$ cat config.mk
export PLATFORM = sky130hd
export DESIGN_NAME = traffic_light_ctrl
export DESIGN_NICKNAME = d
export VERILOG_FILES = /design/src/rtl/traffic_light_ctrl.sv
export SDC_FILE = /design/constraint.sdc
export NUM_CORES = 1
export LEC_CHECK = 0
export CAP_MARGIN = 10
export CORE_ASPECT_RATIO = 1.75
export CORE_MARGIN = 3
export CORE_UTILIZATION = 40
export CTS_CLUSTER_SIZE = 25
export DETAILED_ROUTE_END_ITERATION = 12
export GPL_TIMING_DRIVEN = 0
export HOLD_SLACK_MARGIN = 0.02
export PLACE_DENSITY_LB_ADDON = 0.08
export SETUP_SLACK_MARGIN = 0.3
export SLEW_MARGIN = 5
export SYNTH_ARGS = -nofsm -noshare
export SYNTH_HDL_FRONTEND = slang
export SYNTH_SLANG_ARGS = --single-unit
$ cat constraint.sdc
create_clock -name clk -period 2.9 [get_ports clk]
set_clock_uncertainty 0.15 [all_clocks]
set_input_delay 0.87 -clock clk [delete_from_list [all_inputs] [get_ports clk]]
set_output_delay 0.87 -clock clk [all_outputs]
set_load 0.05 [all_outputs]
$ cat src/rtl/traffic_light_ctrl.sv
// Phase sequencer for one traffic-light approach: RED -> GREEN -> YELLOW -> RED,
// with durations read from (and reprogrammed into) the external Time store.
module traffic_light_ctrl #(
  parameter int TW      = 7,
  parameter int MAX_SEC = 99
) (
  input  logic          clk,
  input  logic          rst,
  input  logic          tick,
  input  logic          cfg_en,
  input  logic          cfg_wr,
  input  logic [1:0]    cfg_sel,
  input  logic [TW-1:0] cfg_data,
  output logic          tm_set,
  output logic [1:0]    tm_sel,
  output logic [TW-1:0] tm_d,
  input  logic [TW-1:0] tm_q,
  output logic          lamp_r,
  output logic          lamp_y,
  output logic          lamp_g,
  output logic [1:0]    phase,
  output logic [TW-1:0] remaining
);

  typedef enum logic [2:0] {
    S_LOAD   = 3'd0,
    S_RED    = 3'd1,
    S_GREEN  = 3'd2,
    S_YELLOW = 3'd3,
    S_SETUP  = 3'd4
  } state_t;

  localparam logic [TW-1:0] MAX_V = TW'(MAX_SEC);
  localparam logic [TW-1:0] ONE_V = TW'(1);
  localparam logic [TW-1:0] ZERO_V = TW'(0);

  state_t        state_q, state_d;
  logic [TW-1:0] cnt_q, cnt_d;
  logic          blink_q, blink_d;

  // A zero duration would stall the sequence, so it is promoted to one second.
  function automatic logic [TW-1:0] load_val(input logic [TW-1:0] q);
    logic [TW-1:0] v;
    if (q == ZERO_V) begin
      v = ONE_V;
    end else if (q > MAX_V) begin
      v = MAX_V;
    end else begin
      v = q;
    end
    return v;
  endfunction

  // State, countdown and blink registers
  always_ff @(posedge clk or posedge rst) begin
    if (rst) begin
      state_q <= S_LOAD;
      cnt_q   <= ZERO_V;
      blink_q <= 1'b0;
    end else begin
      state_q <= state_d;
      cnt_q   <= cnt_d;
      blink_q <= blink_d;
    end
  end

  // Next-state logic: cfg_en outranks tick; tm_q already addresses the next phase
  always_comb begin
    state_d = state_q;
    cnt_d   = cnt_q;
    blink_d = blink_q;
    if (state_q != S_SETUP && cfg_en) begin
      state_d = S_SETUP;
      cnt_d   = ZERO_V;
      blink_d = 1'b0;
    end else begin
      case (state_q)
        S_LOAD: begin
          state_d = S_RED;
          cnt_d   = load_val(tm_q);
        end
        S_RED, S_GREEN, S_YELLOW: begin
          if (tick) begin
            if (cnt_q > ONE_V) begin
              cnt_d = cnt_q - ONE_V;
            end else begin
              cnt_d = load_val(tm_q);
              case (state_q)
                S_RED:   state_d = S_GREEN;
                S_GREEN: state_d = S_YELLOW;
                default: state_d = S_RED;
              endcase
            end
          end else begin
            cnt_d = cnt_q;
          end
        end
        S_SETUP: begin
          if (!cfg_en) begin
            state_d = S_LOAD;
            cnt_d   = ZERO_V;
            blink_d = 1'b0;
          end else if (tick) begin
            blink_d = ~blink_q;
          end else begin
            blink_d = blink_q;
          end
        end
        default: begin
          state_d = S_LOAD;
          cnt_d   = ZERO_V;
          blink_d = 1'b0;
        end
      endcase
    end
  end

  // Output decode: lamps, phase code, countdown and Time store port
  always_comb begin
    lamp_r    = 1'b1;
    lamp_y    = 1'b0;
    lamp_g    = 1'b0;
    phase     = 2'b10;
    remaining = ZERO_V;
    tm_set    = 1'b0;
    tm_sel    = 2'b00;
    tm_d      = ZERO_V;
    case (state_q)
      S_LOAD: begin
        lamp_r = 1'b1;
      end
      S_RED: begin
        phase     = 2'b00;
        remaining = cnt_q;
        tm_sel    = 2'b11;
      end
      S_GREEN: begin
        lamp_r    = 1'b0;
        lamp_g    = 1'b1;
        phase     = 2'b11;
        remaining = cnt_q;
        tm_sel    = 2'b01;
      end
      S_YELLOW: begin
        lamp_r    = 1'b0;
        lamp_y    = 1'b1;
        phase     = 2'b01;
        remaining = cnt_q;
      end
      S_SETUP: begin
        lamp_r = 1'b0;
        lamp_y = blink_q;
        if (cfg_wr && cfg_sel != 2'b10) begin
          tm_set = 1'b1;
          tm_sel = cfg_sel;
          tm_d   = cfg_data;
        end else begin
          tm_set = 1'b0;
        end
      end
      default: begin
        lamp_r = 1'b1;
      end
    endcase
  end

endmodule

# Yosys cells after proc, flatten, opt, wreduce, memory -nomap -nowiden
# Index checks and enable logic that the tools add are counted.
totals:
  ff_bits: 11
  word_cells: 56
op_classes:
  n_addsub: 1
  n_lt_le_gt_ge: 2
  n_eq_ne: 11
  mux: 28
  bitwise_logic: 1
  reduce_logical: 10
op_table:
  columns: ["op", "n"]
  rows:
  - ["$mux W7", 9]
  - ["$pmux W7 S3", 1]
  - ["$mux W3", 4]
  - ["$pmux W2 S3", 2]
  - ["$ne A3 B3 Y1 const B", 3]
  - ["$pmux W3 S3", 1]
  - ["$gt A7 B1 Y1 const B", 1]
  - ["$gt A7 B7 Y1 const B", 1]
  - ["$logic_not A7 Y1", 1]
  - ["$mux W1", 7]
  - ["$sub A7 B1 Y7 const B", 1]
  - ["$eq A3 B2 Y1 const B", 2]
  - ["$reduce_or A3 Y1", 2]
  - ["$ne A4 B4 Y1 const B", 1]
  - ["$pmux W1 S2", 2]
  - ["$pmux W2 S2", 1]
  - ["$reduce_and A2 Y1", 2]
  - ["$reduce_or A4 Y1", 1]
  - ["$eq A3 B1 Y1 const B", 1]
  - ["$eq A3 B3 Y1 const B", 1]
  - ["$logic_not A3 Y1", 1]
  - ["$ne A3 B1 Y1 const B", 1]
  - ["$reduce_and A3 Y1", 1]
  - ["$logic_and A1 B1 Y1", 2]
  - ["4 further kinds", 4]

# Longest topological paths before layout
# Gate-level depths: netlist of run 1.
depth:
  depth_word: 7
  mapped_depth: 6

# Worst setup path before layout of run 1
# Ideal clock, no wire load.
synth_path:
  kind: "reg-to-output"
  startpoint: "register state_q[2]"
  endpoint: "output port lamp_y"
  arrival_time_ns: 2.111
  path_slack_ns: -0.231
  path_stages_with_launch: 5
  cell_sequence: "dfrtp_1 > buf_2 > nor2b_1 > inv_1 > o21ai_0"
synth_via:
  elab_chain_len: 2
  word_cells_on_any_way: 3
  cone_classes: "2 x eq/ne; 1 x mux"
synth_rtl:
  columns: ["element", "line_no", "rtl"]
  rows:
  - ["from (decl)", "37", "state_t state_q, state_d;"]
  - ["from (signal assigned)", "61", "state_q <= state_d;"]
  - ["$eq A3 B3 Y1 / $eq A3 B2 Y1 (equally long branches)", "128", "case (state_q)"]
  - ["$pmux W1 S2 *", "128", null]
  - ["to (decl)", "19", "output logic lamp_y,"]
# Every way passes the cells marked *; elsewhere a longest branch is shown, timed or not.

# Worst setup path after layout of run 1
layout_path:
  startpoint: "input port cfg_sel[1]"
  endpoint: "output port tm_d[3]"
layout_via:
  elab_chain_len: 4
layout_rtl:
  columns: ["element", "line_no", "rtl"]
  rows:
  - ["from (decl)", "12", "input logic [1:0] cfg_sel,"]
  - ["$ne A2 B2 Y1", "153", "if (cfg_wr && cfg_sel != 2'b10) begin"]
  - ["$logic_and A1 B1 Y1", "153", null]
  - ["$mux W7", "153", null]
  - ["$mux W7", "128", null]
  - ["to (decl)", "16", "output logic [TW-1:0] tm_d,"]
# No other way between the ends.

==> results of run 1 <==
==> layout make-up <==
class	count	area share, %
multi-input cells	95	45.27
repair buffers	44	26.92
flip-flops and latches	11	17.63
clock buffers	4	2.885
plain buffers	6	2.804
inverters	9	2.484
well taps	25	2.003
==> repair_timing <==
| item | CTS | global route |
|---|---|---|
| endpoints found under the setup margin | 22 | 20 |
| pin swaps | 9 | 4 |
| setup buffers | 3 | 0 |
| resized for setup | 133 | 25 |
==> worst paths after layout <==
| check | start | end | slack (ns) | cells past startpoint |
|---|---|---|---|---|
| min in group asynchronous | rst | cnt_q[5]$_DFFE_PP0P_ | 0.78 | 2 |
| min reg2reg | blink_q$_DFFE_PP0P_ | blink_q$_DFFE_PP0P_ | 0.42 | 2 |
| min | blink_q$_DFFE_PP0P_ | blink_q$_DFFE_PP0P_ | 0.42 | 2 |
| max reg2reg | cnt_q[1]$_DFFE_PP0P_ | cnt_q[0]$_DFFE_PP0P_ | 0.98 | 6 |
| max in group asynchronous | rst | state_q[0]$_DFFE_PP0P_ | 1.51 | 2 |
| max | cfg_sel[1] | tm_d[3] | 0.29 | 5 |
==> synth_stat cells, drive strengths merged, types with 2 or more instances <==
library cell | n | share of area [%]
a21oi | 4 | 2.0
and2 | 13 | 8.0
and4 | 2 | 1.7
buf | 5 | 3.6
dfrtp | 11 | 27
ha | 2 | 2.5
inv | 9 | 3.3
nand2 | 10 | 3.7
nand2b | 2 | 1.2
nand3 | 7 | 3.4
nand3b | 2 | 1.5
nor2 | 12 | 6.0
nor3 | 9 | 8.2
o211ai | 4 | 2.9
o21ai | 5 | 2.8
o221ai | 2 | 2.3
o311ai | 2 | 1.7
xnor2 | 2 | 1.7
==> metrics by stage <==
step                hold WS [ns]  setup WS [ns]  cell area (µm²)  setup TNS (ns)  utilization [%]
detailed placement        0.4126        -0.7516             1494          -7.097            63.31
finish                    0.4198         0.2897             1562               0            66.17
global route              0.4739         0.2593             1562               0            66.17
CTS                       0.4251         0.2569             1579               0            66.91
global placement          0.3730        -0.7418             1494          -7.065            63.31
floorplan                 0.3426         0.1470             1052               0                -
==> state kept, by name, indices dropped and copies added, names as in the netlist <==
register,cells
blink_q,1
cnt_q,7
state_q,3
==> worst max-delay path: stages <==
cell      delay (ns)
buf_8           0.08
clkinv_4        0.03
o2111a_2        0.29
and2_4          0.17
buf_8           0.14
==> kinds of logic after synthesis <==
family | synth area share [%]
buffers and inverters | 7.247
flip-flops | 27.03
adder cells (fa/ha/maj) | 2.457
AND/OR/NAND/NOR | 40.30
XOR/XNOR | 1.720
AO/OA/AOI/OAI | 21.26
==> routing by layer <==
layer	vias up	track usage (%)	share of wire (%)
met5	-	0	0
met4	0	7.383	2.0
met3	8	2.963	4.3
met2	42	38.31	58
met1	525	22.34	36
li1	534	-	-
==> report_power, final <==
| part | leakage, nW | internal, mW | switching (mW) |
|---|---|---|---|
| Combinational | 0.543 | 0.0988 | 0.139 |
| Clock | 0.0228 | 0.0970 | 0.0643 |
| Sequential | 0.146 | 0.166 | 0.0194 |
==> impl_metrics.py, run 1 <==
metrics = {
    "run_status": {
        "status": "complete, no violations",
    },
    "layout": {
        "final_common_cell": "buf_2",
        "area_growth_pct": 53.32,
        "layout-drive-gt1-share_pct": 36.09,
        "regArea_um2": 275.3,
        "multi_input_area_um2": 706.9,
        "finalNonFillerCells": 194,
        "fill_cells": 206,
        "nets": 193,
        "antenna_cells": 0,
        "final_cell_mix": "buf_2, dfrtp_1, nand2_1",
    },
    "clocking": {
        "cts-root-buf": "clkbuf_8",
        "clock_latency_ns": 0.24,
        "cts_max_level": 1,
        "postCtsHoldBufs": 0,
        "cts_sinks": 11,
        "cts_tree": "built",
        "clk_pin_slew_ns": 0.05,
        "cts_buffer_depth": 2,
        "cts_buffers": 3,
    },
    "drt": {
        "ant_nets": 0,
        "routed_via_density": 5.716,
        "finalWirelength_um": 3076,
        "drc": 0,
        "routedWlPerCell_um": 15.86,
        "vias": 1109,
        "drt_iter0_markers": 31,
        "drt-pass1-iter-count": 4,
    },
    "global_route": {
        "grt_max_degree": 12,
        "gr-total-overflow": 0,
        "grt_usage_pct": 20.52,
        "grt_antenna_before_repair": 0,
        "grt_pass1_wl_um": 5099,
        "grt_pass1_vias": 1140,
    },
    "synthesis": {
        "ys_seq_elements": 11,
        "yosysWarnings": 0,
        "syn_area_um2": 1018,
        "ys_types": 45,
        "synthCells": 121,
        "synth_top_flop_cell": "dfrtp_1",
        "ys_seq_area_share_pct": 27.03,
        "synth_edf_count": 0,
        "synthArstFlopShare_pct": 100.0,
        "syn_nets": 144,
        "syn_area_per_cell_um2": 8.417,
    },
    "place": {
        "io_buffers": 41,
        "placed_cells": 187,
        "finalWeightedCongestion": 0.9545,
        "dp_hpwl_um": 2386,
    },
    "worst_setup_path": {
        "crit_fanout": 8,
        "critPathLaunchType": "input port",
        "critical_path_class": "in -> out",
        "worst_ep_required_time_ns": 1.88,
        "arrival_ns": 1.59,
        "critPathCaptureType": "output pin",
    },
    "power": {
        "powerDensity_nw_per_um2": 373.9,
        "p_leak_nw": 0.7112,
        "peakVddDrop_v": 0.0002430,
        "power_mw": 0.5838,
    },
    "floorplan": {
        "die_h_um": 72.75,
        "die_area_um2": 3212,
        "pin_count": 43,
        "initial_utilization_pct": 43.16,
        "die_w_um": 44.15,
        "coreArea_um2": 2360,
        "rows": 23,
    },
    "worst_hold_path": {
        "hold_class": "reg -> reg",
    },
    "sta": {
        "clock.fmax_ghz": 0.3831,
        "rsz0062_at_grt": "yes",
        "drv_slew": 0,
        "setup-violations-final": 0,
        "tightest_slew_ns": 0.5123,
        "min_period_ns": 2.610,
        "max_slew_margin_pct": 65.59,
        "fin_crit_sh_pct": 90.01,
        "timing.final.hold_violations": 0,
    },
    "flow_run": {
        "drv_cap": 0,
    },
}
Note: power is estimated with default switching activity, not from simulation.
==> run 2, diff against run 1 <==
- CORE_MARGIN: 3 -> not set
- TNS_END_PERCENT: not set -> 1
==> impl_metrics.py, run 2 (synthesized netlist as in run 1, its figures left out) <==
metrics = {
    "run_status": {
        "status": "complete, no violations",
    },
    "clocking": {
        "clk_pin_slew_ns": 0.05,
        "postCtsHoldBufs": 0,
        "cts_max_level": 1,
        "postCtsSetupBuffers": 0,
        "cts_sinks": 11,
        "cts_buffers": 3,
        "clock_latency_ns": 0.24,
        "cts-root-buf": "clkbuf_8",
        "cts_tree": "built",
        "cts_buffer_depth": 2,
    },
    "floorplan": {
        "coreArea_um2": 2360,
        "die_w_um": 40.15,
        "pin_count": 43,
        "rows": 23,
        "initial_utilization_pct": 43.16,
        "die_h_um": 68.75,
        "die_area_um2": 2760,
    },
    "worst_setup_path": {
        "worst_ep_required_time_ns": 1.88,
        "r2r-start": "cnt_q[1]$_DFFE_PP0P_",
        "cp.depth": 5,
        "cp-endpoint": "tm_d[0]",
        "arrival_ns": 1.73,
        "crit_fanout": 8,
        "worst_path_max_delay_cell": "o2111a_2",
        "critPathCaptureType": "output pin",
        "crit_path_start": "cfg_sel[1]",
        "worst-r2r-setup-slack_ns": 1.02,
        "critical_path_class": "in -> out",
        "path_cells": "dlygate4sd2_1 -> inv_1 -> o2111a_2 -> and2_4 -> buf_8",
        "path_buf_inv": 3,
        "reg2reg_to": "cnt_q[0]$_DFFE_PP0P_",
        "cp_top_family": "buffers and inverters",
        "rr_worst_depth": 6,
        "critPathLaunchType": "input port",
        "slowest_delay_ns": 0.26,
    },
    "flow_run": {
        "drv_cap": 0,
    },
    "sta": {
        "rsz0062_at_grt": "yes",
        "clock.fmax_ghz": 0.3637,
        "tightest_slew_ns": 0.5101,
        "fin_crit_sh_pct": 94.80,
        "setup-violations-final": 0,
        "timing.final.hold_violations": 0,
        "drv_slew": 0,
        "min_period_ns": 2.749,
        "max_slew_margin_pct": 65.73,
    },
    "global_route": {
        "grt_pass1_vias": 1052,
        "grt_antenna_before_repair": 0,
        "gr-total-overflow": 0,
        "grt_usage_pct": 25.65,
        "grt_pass1_wl_um": 4836,
        "grt_max_degree": 12,
    },
    "layout": {
        "largest_reg_flops": 7,
        "finalNonFillerCells": 191,
        "regMostFlops": "cnt_q",
        "area_growth_pct": 48.77,
        "nets": 190,
        "final_common_cell": "clkdlybuf4s50_1",
        "final_cell_mix": "clkdlybuf4s50_1, nor2_1, dfrtp_1",
        "utilization_pct": 64.21,
        "biggestRegsByFlops": "cnt_q (7), state_q (3), blink_q (1)",
        "layout-drive-gt1-share_pct": 30.12,
        "antenna_cells": 0,
    },
    "place": {
        "placed_cells": 187,
        "dp_hpwl_um": 2381,
        "finalWeightedCongestion": 0.8103,
        "io_buffers": 41,
    },
    "power": {
        "power_mw": 0.5766,
        "peakVddDrop_v": 0.0002937,
        "p_leak_nw": 0.6873,
        "powerDensity_nw_per_um2": 380.6,
    },
    "drt": {
        "ant_nets": 0,
        "finalWirelength_um": 2941,
        "drc": 0,
        "routedWlPerCell_um": 15.40,
        "drt_iter0_markers": 15,
        "vias": 1064,
        "routed_via_density": 5.571,
        "drt-pass1-iter-count": 4,
    },
    "worst_hold_path": {
        "hold_class": "reg -> reg",
    },
}
==> run 2: metrics by stage <==
step / TNS [ns] / setup slack, ns / hold WS (ns) / cell area, µm²
floorplan: 0 / 0.02748 / 0.3426 / 1033
global placement: -7.014 / -0.7315 / 0.3782 / 1475
detailed placement: -6.997 / -0.7313 / 0.4053 / 1475
CTS: 0 / 0.03618 / 0.4202 / 1546
global route: 0 / 0.09635 / 0.4394 / 1515
finish: 0 / 0.1507 / 0.4163 / 1515
==> run 2: worst min-delay path by stage <==
stage,start,endpoint,slack (ns),cells past startpoint
5_1_grt,blink_q$_DFFE_PP0P_,blink_q$_DFFE_PP0P_,0.44,2
6_report,blink_q$_DFFE_PP0P_,blink_q$_DFFE_PP0P_,0.42,2
4_1_cts,blink_q$_DFFE_PP0P_,blink_q$_DFFE_PP0P_,0.42,2
3_5_place_dp,blink_q$_DFFE_PP0P_,blink_q$_DFFE_PP0P_,0.41,2
3_3_place_gp,blink_q$_DFFE_PP0P_,blink_q$_DFFE_PP0P_,0.38,2
2_1_floorplan,blink_q$_DFFE_PP0P_,blink_q$_DFFE_PP0P_,0.34,2
==> run 2: what timing repair did <==
| action | in CTS | in global routing |
|---|---|---|
| gates cloned | 0 | 0 |
| endpoints found under the hold margin | 0 | 0 |
| pin swaps | 11 | 7 |
| resized for setup | 96 | 36 |
| setup endpoints to repair | 22 | 22 |
==> run 2: metal layers <==
metal	global-route usage [%]	vias up	part of all wire (%)
li1	-	527	-
met1	26.87	493	36
met2	47.78	39	57
met3	5.128	5	5.4
met4	7.759	0	1.1
met5	0	-	0
==> run 2: area by class of cell <==
type	count	area (µm²)
Tap cell	25	31.28
Inverter	9	33.78
Clock buffer	4	45.04
Fill cell	218	844.6
Multi-Input combinational cell	95	694.4
Timing Repair Buffer	41	395.4
Buffer	6	40.04
Sequential cell	11	275.3
==> run 2: power by group <==
| group | internal (mW) | switching [mW] | leakage [nW] | total [mW] |
|---|---|---|---|---|
| sequential | 0.166 | 0.0188 | 0.146 | 0.184 |
| clock | 0.0971 | 0.0644 | 0.0228 | 0.161 |
| combinational | 0.0959 | 0.135 | 0.519 | 0.231 |
==> run 2: worst min-delay path: stages (launching register included) <==
cell and delay, ns:
dfrtp_1 0.38, nand2_1 0.06, o21ai_0 0.08
==> run 3, diff against run 2 <==
- CORE_MARGIN: not set -> 1
==> results of run 3 <==
Final layout, timing and power as in run 2 (identical DEF).
